[src/rtl/video_pkg.sv]
// video_pkg: shared widths, scanline mode encoding and colour triple for the scanline stage
package video_pkg;
  typedef enum logic [1:0] {SL_OFF = 2'd0, SL_75 = 2'd1, SL_50 = 2'd2, SL_25 = 2'd3} sl_mode_t;
  function automatic int dwidth(input bit half);
    return half ? 3 : 5;
  endfunction
  localparam int DWIDTH = dwidth(1'b0);
  typedef struct packed {
    logic [DWIDTH:0] b;
    logic [DWIDTH:0] g;
    logic [DWIDTH:0] r;
  } colour_t;
endpackage

[src/rtl/scanline_attn.sv]
// scanline_attn: combinational per-component brightness reduction for dark scanlines
module scanline_attn
  import video_pkg::*;
#(
  parameter int W = DWIDTH + 1
) (
  input  logic [W-1:0] c,
  input  sl_mode_t     mode,
  input  logic         dark,
  output logic [W-1:0] y
);
  always_comb y = !dark ? c :
                  mode == SL_75 ? c - (c >> 2) :
                  mode == SL_50 ? c >> 1 :
                  mode == SL_25 ? c >> 2 : c;
endmodule

[src/rtl/video_scanlines.sv]
// video_scanlines: CRT scanline darkening on scandoubler output with sync/blank kept aligned
// SCANLINES_BLANK_ZERO_EN: force colour to 0 during hblank/vblank
module video_scanlines
  import video_pkg::*;
#(
  parameter bit HALF_DEPTH = 1'b0,
  parameter bit LINE_PHASE = 1'b0,
  localparam int DW = dwidth(HALF_DEPTH)
) (
  input  logic          clk_vid,
  input  logic          reset,
  input  logic          ce_pix,
  input  logic [1:0]    scanlines,
  input  logic          hs_in,
  input  logic          vs_in,
  input  logic          hb_in,
  input  logic          vb_in,
  input  logic [DW:0]   r_in,
  input  logic [DW:0]   g_in,
  input  logic [DW:0]   b_in,
  output logic          ce_pix_out,
  output logic          hs_out,
  output logic          vs_out,
  output logic          hb_out,
  output logic          vb_out,
  output logic [DW:0]   r_out,
  output logic [DW:0]   g_out,
  output logic [DW:0]   b_out
);
  logic hs_d, vs_d, parity, hs_rise, vs_rise, blank;
  sl_mode_t mode_l, s1_mode;
  colour_t s1_c, a;
  logic s1_hs, s1_vs, s1_hb, s1_vb, s1_dark;
  assign hs_rise = hs_in & ~hs_d;
  assign vs_rise = vs_in & ~vs_d;
`ifdef SCANLINES_BLANK_ZERO_EN
  assign blank = s1_hb | s1_vb;
`else
  assign blank = 1'b0;
`endif
  // line tracking runs every clock so sync edges are never missed between pixels
  always_ff @(posedge clk_vid or posedge reset)
    if (reset) begin
      hs_d <= 1'b0;
      vs_d <= 1'b0;
      parity <= 1'b0;
      mode_l <= SL_OFF;
    end else begin
      hs_d <= hs_in;
      vs_d <= vs_in;
      if (vs_rise) begin
        parity <= 1'b0;
        mode_l <= sl_mode_t'(scanlines);
      end else if (hs_rise)
        parity <= ~parity;
    end
  scanline_attn u_r (.c(s1_c.r), .mode(s1_mode), .dark(s1_dark), .y(a.r));
  scanline_attn u_g (.c(s1_c.g), .mode(s1_mode), .dark(s1_dark), .y(a.g));
  scanline_attn u_b (.c(s1_c.b), .mode(s1_mode), .dark(s1_dark), .y(a.b));
  // mode travels with the pixel so a vsync between S1 and S2 cannot restyle it
  always_ff @(posedge clk_vid or posedge reset)
    if (reset) begin
      s1_c <= '0;
      s1_mode <= SL_OFF;
      {s1_hs, s1_vs, s1_hb, s1_vb, s1_dark} <= '0;
      ce_pix_out <= 1'b0;
      {hs_out, vs_out, hb_out, vb_out} <= '0;
      {r_out, g_out, b_out} <= '0;
    end else begin
      ce_pix_out <= ce_pix;
      if (ce_pix) begin
        s1_c <= '{b: (DWIDTH+1)'(b_in), g: (DWIDTH+1)'(g_in), r: (DWIDTH+1)'(r_in)};
        s1_mode <= mode_l;
        s1_dark <= (parity == LINE_PHASE) && (mode_l != SL_OFF);
        {s1_hs, s1_vs, s1_hb, s1_vb} <= {hs_in, vs_in, hb_in, vb_in};
        {hs_out, vs_out, hb_out, vb_out} <= {s1_hs, s1_vs, s1_hb, s1_vb};
        r_out <= blank ? '0 : a.r[DW:0];
        g_out <= blank ? '0 : a.g[DW:0];
        b_out <= blank ? '0 : a.b[DW:0];
      end
    end
endmodule
[config.mk]
export PLATFORM = sky130hd
export DESIGN_NAME = video_scanlines
export DESIGN_NICKNAME = d
export VERILOG_FILES = /design/src/rtl/video_pkg.sv /design/src/rtl/scanline_attn.sv /design/src/rtl/video_scanlines.sv
export SDC_FILE = /design/constraint.sdc
export NUM_CORES = 1
export LEC_CHECK = 0
export ABC_AREA = 0
export CORE_ASPECT_RATIO = 1.5
export CORE_MARGIN = 2
export CORE_UTILIZATION = 40
export CTS_CLUSTER_SIZE = 24
export DETAILED_ROUTE_END_ITERATION = 7
export GPL_ROUTABILITY_DRIVEN = 0
export HOLD_SLACK_MARGIN = 0.1
export PLACE_DENSITY = 0.7
export SLEW_MARGIN = 10
export SYNTH_ARGS = -nofsm -noshare
export SYNTH_HDL_FRONTEND = slang
export SYNTH_SLANG_ARGS = --single-unit
[constraint.sdc]
create_clock -name clk_vid -period 2.98 [get_ports clk_vid]
set_input_delay 0.596 -clock clk_vid [delete_from_list [all_inputs] [get_ports clk_vid]]
set_output_delay 0.596 -clock clk_vid [all_outputs]
set_load 0.03 [all_outputs]
==> results by stage <==
STA:
- Between clock sinks in the finished design, the worst skew comes to 0.00772 ns.
- The time the final worst path needs with I/O delays and setup is 2.07 ns.
- The number of max-slew violations in the final report is 0.
- The transition time at the pin with the least slew margin is 1.10 ns.
- The headroom to the max-slew limit is 0.266.
- The share of the cycle needed by the critical path after routing is 0.693.
- Across all hold checks on the routed design, the worst slack comes to approximately 0.5 ns.
- The total count of hold-check failures in the final report was 0.
- The upper clock frequency limit is 484 MHz.
- Setup violations remaining at the end of the flow were counted as 0.
- Setup repair after global routing left no endpoint under its margin.
- Setup total negative slack on the finished layout was measured at 0 ns.

Synth:
- Yosys mapped a number of flops with a built-in enable equal to 0.
- In the post-synthesis netlist, the cell with the most instances is sky130_fd_sc_hd__dfrtp_1.
- Of all cell types, the one taking the most synthesized area is sky130_fd_sc_hd__dfrtp_1.
- In this run the mean area of a mapped cell was 10.3 sq um.
- The share of the Yosys chip area taken by registers is 0.445.
- In the synthesized netlist, the cells that appear most often are sky130_fd_sc_hd__dfrtp_1 (53), sky130_fd_sc_hd__o21ai_0 (23), sky130_fd_sc_hd__nor2_1 (20).
- Yosys mapped the design onto 46 distinct sky130hd cell types.
- The mapped netlist covers 2980 sq um.
- The number of nets in the synthesized netlist is 332.
- Yosys attributes the largest share of cell area to sky130_fd_sc_hd__dfrtp_1 (45%), sky130_fd_sc_hd__mux2_2 (6.8%), sky130_fd_sc_hd__ha_1 (5.0%).
- For this run, asynchronously set or reset flops after synthesis account for 1.00.
- The post-synthesis cell count is 290.
- The flip-flop and latch count after synthesis is 53.
- In the synthesized netlist the dominant register cell turns out to be sky130_fd_sc_hd__dfrtp_1.
- The count of yosys warnings during synthesis is 0.
- The share of the synthesized area in the top cell type is 0.445.

Pwr:
- The total power divided by cell area is around 670 nW/um^2.
- Total power for the finished layout comes to 0.00243 W.
- The peak supply drop is 0.274 mV.
- The static leakage is 1.53 nW.

CTS:
- The clock-pin slew reported for the worst setup and hold paths after clock tree synthesis is 0.10 ns.
- The clock tree from TritonCTS is yes.
- The later pin in the worst-skew pair is clocked with a latency of between 0.3 and 0.4 ns.
- The number of post-CTS setup repair buffers is 0.
- The cell chosen for the clock root is sky130_fd_sc_hd__clkbuf_8.
- The tree built by TritonCTS fans out to 53 sinks.
- The total CTS buffers is 5.
- The number of buffers between clock root and the deepest sink is 2.
- The post-cts repair resize count is 0.
- The maximum level of the CTS H-tree is 2.
- The count of hold buffers inserted by post-cts repair is 0.

Final layout:
- The post-route non-filler standard cell count is about 440.
- The repair_antennas step left the layout with diodes totalling 0.
- Of the cells placed in the final design, the portion with a size suffix greater than 1 is 0.110.
- The post-synthesis to final-layout area growth is 22.4%.
- Once layout is complete, the utilization of the core stands at 0.505.
- The post-layout net count is 376.

Global route:
- The number of global-route vias before repair is 2335.
- The pin count of the biggest net entering global routing is 35.
- In the global route stage, overall resource usage came out at 0.168.
- The aggregate global routing overflow is 0.
- The first global-routing pass estimated 10600 microns of wire.
- The initial antenna violation count is 0.

Placement:
- The wire-length estimate of the detail-placed layout is 4620 microns.
- Input and output buffers added on the ports amount to between 40 and 50.
- The total placed cells including tap cells is between 400 and 500.

Route:
- The antenna violation net count after detailed routing is 0.
- For this run, the detailed router's first-pass iteration total came to 4.
- The via count of the routed design is about 2400.
- After detailed routing, the average wire length per cell comes to 14.9 microns.
- After the first detailed-routing iteration, the DRC count stood at 137.
- Dividing the detail-routed via count by the number of cells gives 5.43.
- In the routed design, unresolved DRC markers number 0.
- The routed design has 6480 microns of wire.

Critical path:
- STA puts the critical path data arrival time at 2.28 ns.
- The peak per-stage delay on the critical path is around 1.1 ns.
- For this design, the slowest cell found on the critical path is sky130_fd_sc_hd__dfrtp_1.
- The category of the worst setup path launch point is a flip-flop.
- Of all nets on the critical path, the largest fanout is 28.
- The signal on the critical path passes through and2b_1 -> and4_1 -> nor3_1 -> a311oi_1.
- The worst setup path is captured at a flip-flop.
- The number of cells on the worst reg-to-reg path is 4.
- The critical path start-end classification is reg -> reg.
- STA puts the critical path data required time at 3.20 ns.

Floorplanning:
- Measured along the y axis, the die boundary spans 110 microns.
- During I/O placement, the number of pins put on the boundary was 50.
- After floorplanning, the core was sized to cover roughly 7200 sq um.
- The die covers 8170 sq um.
- The die is 74.5 microns wide.
- Row generation in the floorplan step produced 38 rows.
- The initial utilization of the core area, before any placement, comes to 0.412.

Run status:
- The flow ran to the end, and the final reports show no timing, DRC or antenna violations.

Worst hold path:
- In this run the worst hold path is classified as reg -> reg.
- Counting instances, the worst hold path has a depth of 1.

Flow run:
- The max-capacitance violation count is 0.
per-layer routing:
metal,GRT usage,vias up,part of all wire
met1,0.208,1153,0.42
met2,0.284,64,0.52
met5,0,-,0
met3,0.0238,10,0.041
li1,-,1134,-
met4,0.0765,0,0.021
layout by cell type, fill, tap and decap left out, drive strengths merged, types with 2 or more instances in the layout:
cell,instances
dfrtp,53
clkdlybuf4s50,48
o21ai,25
inv,21
nor2,20
a21oi,19
mux2,18
nand2,16
mux2i,14
ha,12
o22ai,8
xnor2,7
a22oi,7
nand3,6
clkbuf,6
buf,5
and4,4
nor2b,4
o31ai,3
a211oi,3
nor3,3
a311oi,3
fa,3
a21boi,3
nand3b,2
o32ai,2
a311o,2
a222oi,2
o2bb2ai,2
per-stage QoR:
step,area (sq um),setup WS (ns)
after floorplan,2980,1.10
after global placement,3530,1.01
after detailed placement,3530,0.912
after CTS,3650,0.927
after global routing,3650,0.774
final,3650,0.914
critical path, delay by kind of cell, from the launching register on:
family	cells	cell delay, ns
simple gates	3	0.63
flops	1	1.08
compound gates	1	0.25
cell type report:
| class | count | area [sq um] |
|---|---|---|
| Clock buffer | 6 | 82.6 |
| Fill cell | 691 | 3580 |
| Tap cell | 100 | 125 |
| Sequential cell | 53 | 1330 |
| Inverter | 21 | 78.8 |
| Multi-Input combinational cell | 200 | 1470 |
| Clock inverter | 2 | 37.5 |
| Timing Repair Buffer | 53 | 528 |
where the power goes:
part           switching [W]  leakage (nW)  internal [W]
clock               0.000242        0.0574      0.000273
combinational       0.000510         0.847      0.000426
sequential          0.000129         0.627      0.000846
total               0.000881          1.53       0.00155
cells by family (layout without fill, tap and decap cells):
| kind of cell | after synthesis | in the layout | synth area share |
|---|---|---|---|
| muxes | 32 | 32 | 0.115 |
| DFF | 53 | 53 | 0.445 |
| buffers and inverters | 37 | 82 | 0.0621 |
| AOI/OAI and AO/OA | 84 | 84 | 0.178 |
| adders and majority gates | 15 | 15 | 0.0705 |
| xor gates and xnor gates | 7 | 7 | 0.0206 |
| and+or+nand+nor | 62 | 62 | 0.108 |
flip-flops by register name, indices dropped and copies added (netlist names), 2 cells and up:
register	count
r_out	6
s1_mode	2
s1_c	18
mode_l	2
b_out	6
g_out	6
final timing paths:
| kind | startpoint | end | slack (ns) |
|---|---|---|---|
| min in group asynchronous | reset | r_out[5] | 0.65 |
| worst min-delay path | s1_vb | s1_vb | 0.51 |
| worst max register to register | s1_mode[0] | g_out[4] | 0.91 |
| worst min register to register | s1_vb | s1_vb | 0.51 |
| worst max-delay path | s1_mode[0] | g_out[4] | 0.91 |
| max in group asynchronous | reset | mode_l[1] | 1.78 |
(Power assumes the default switching activity.)
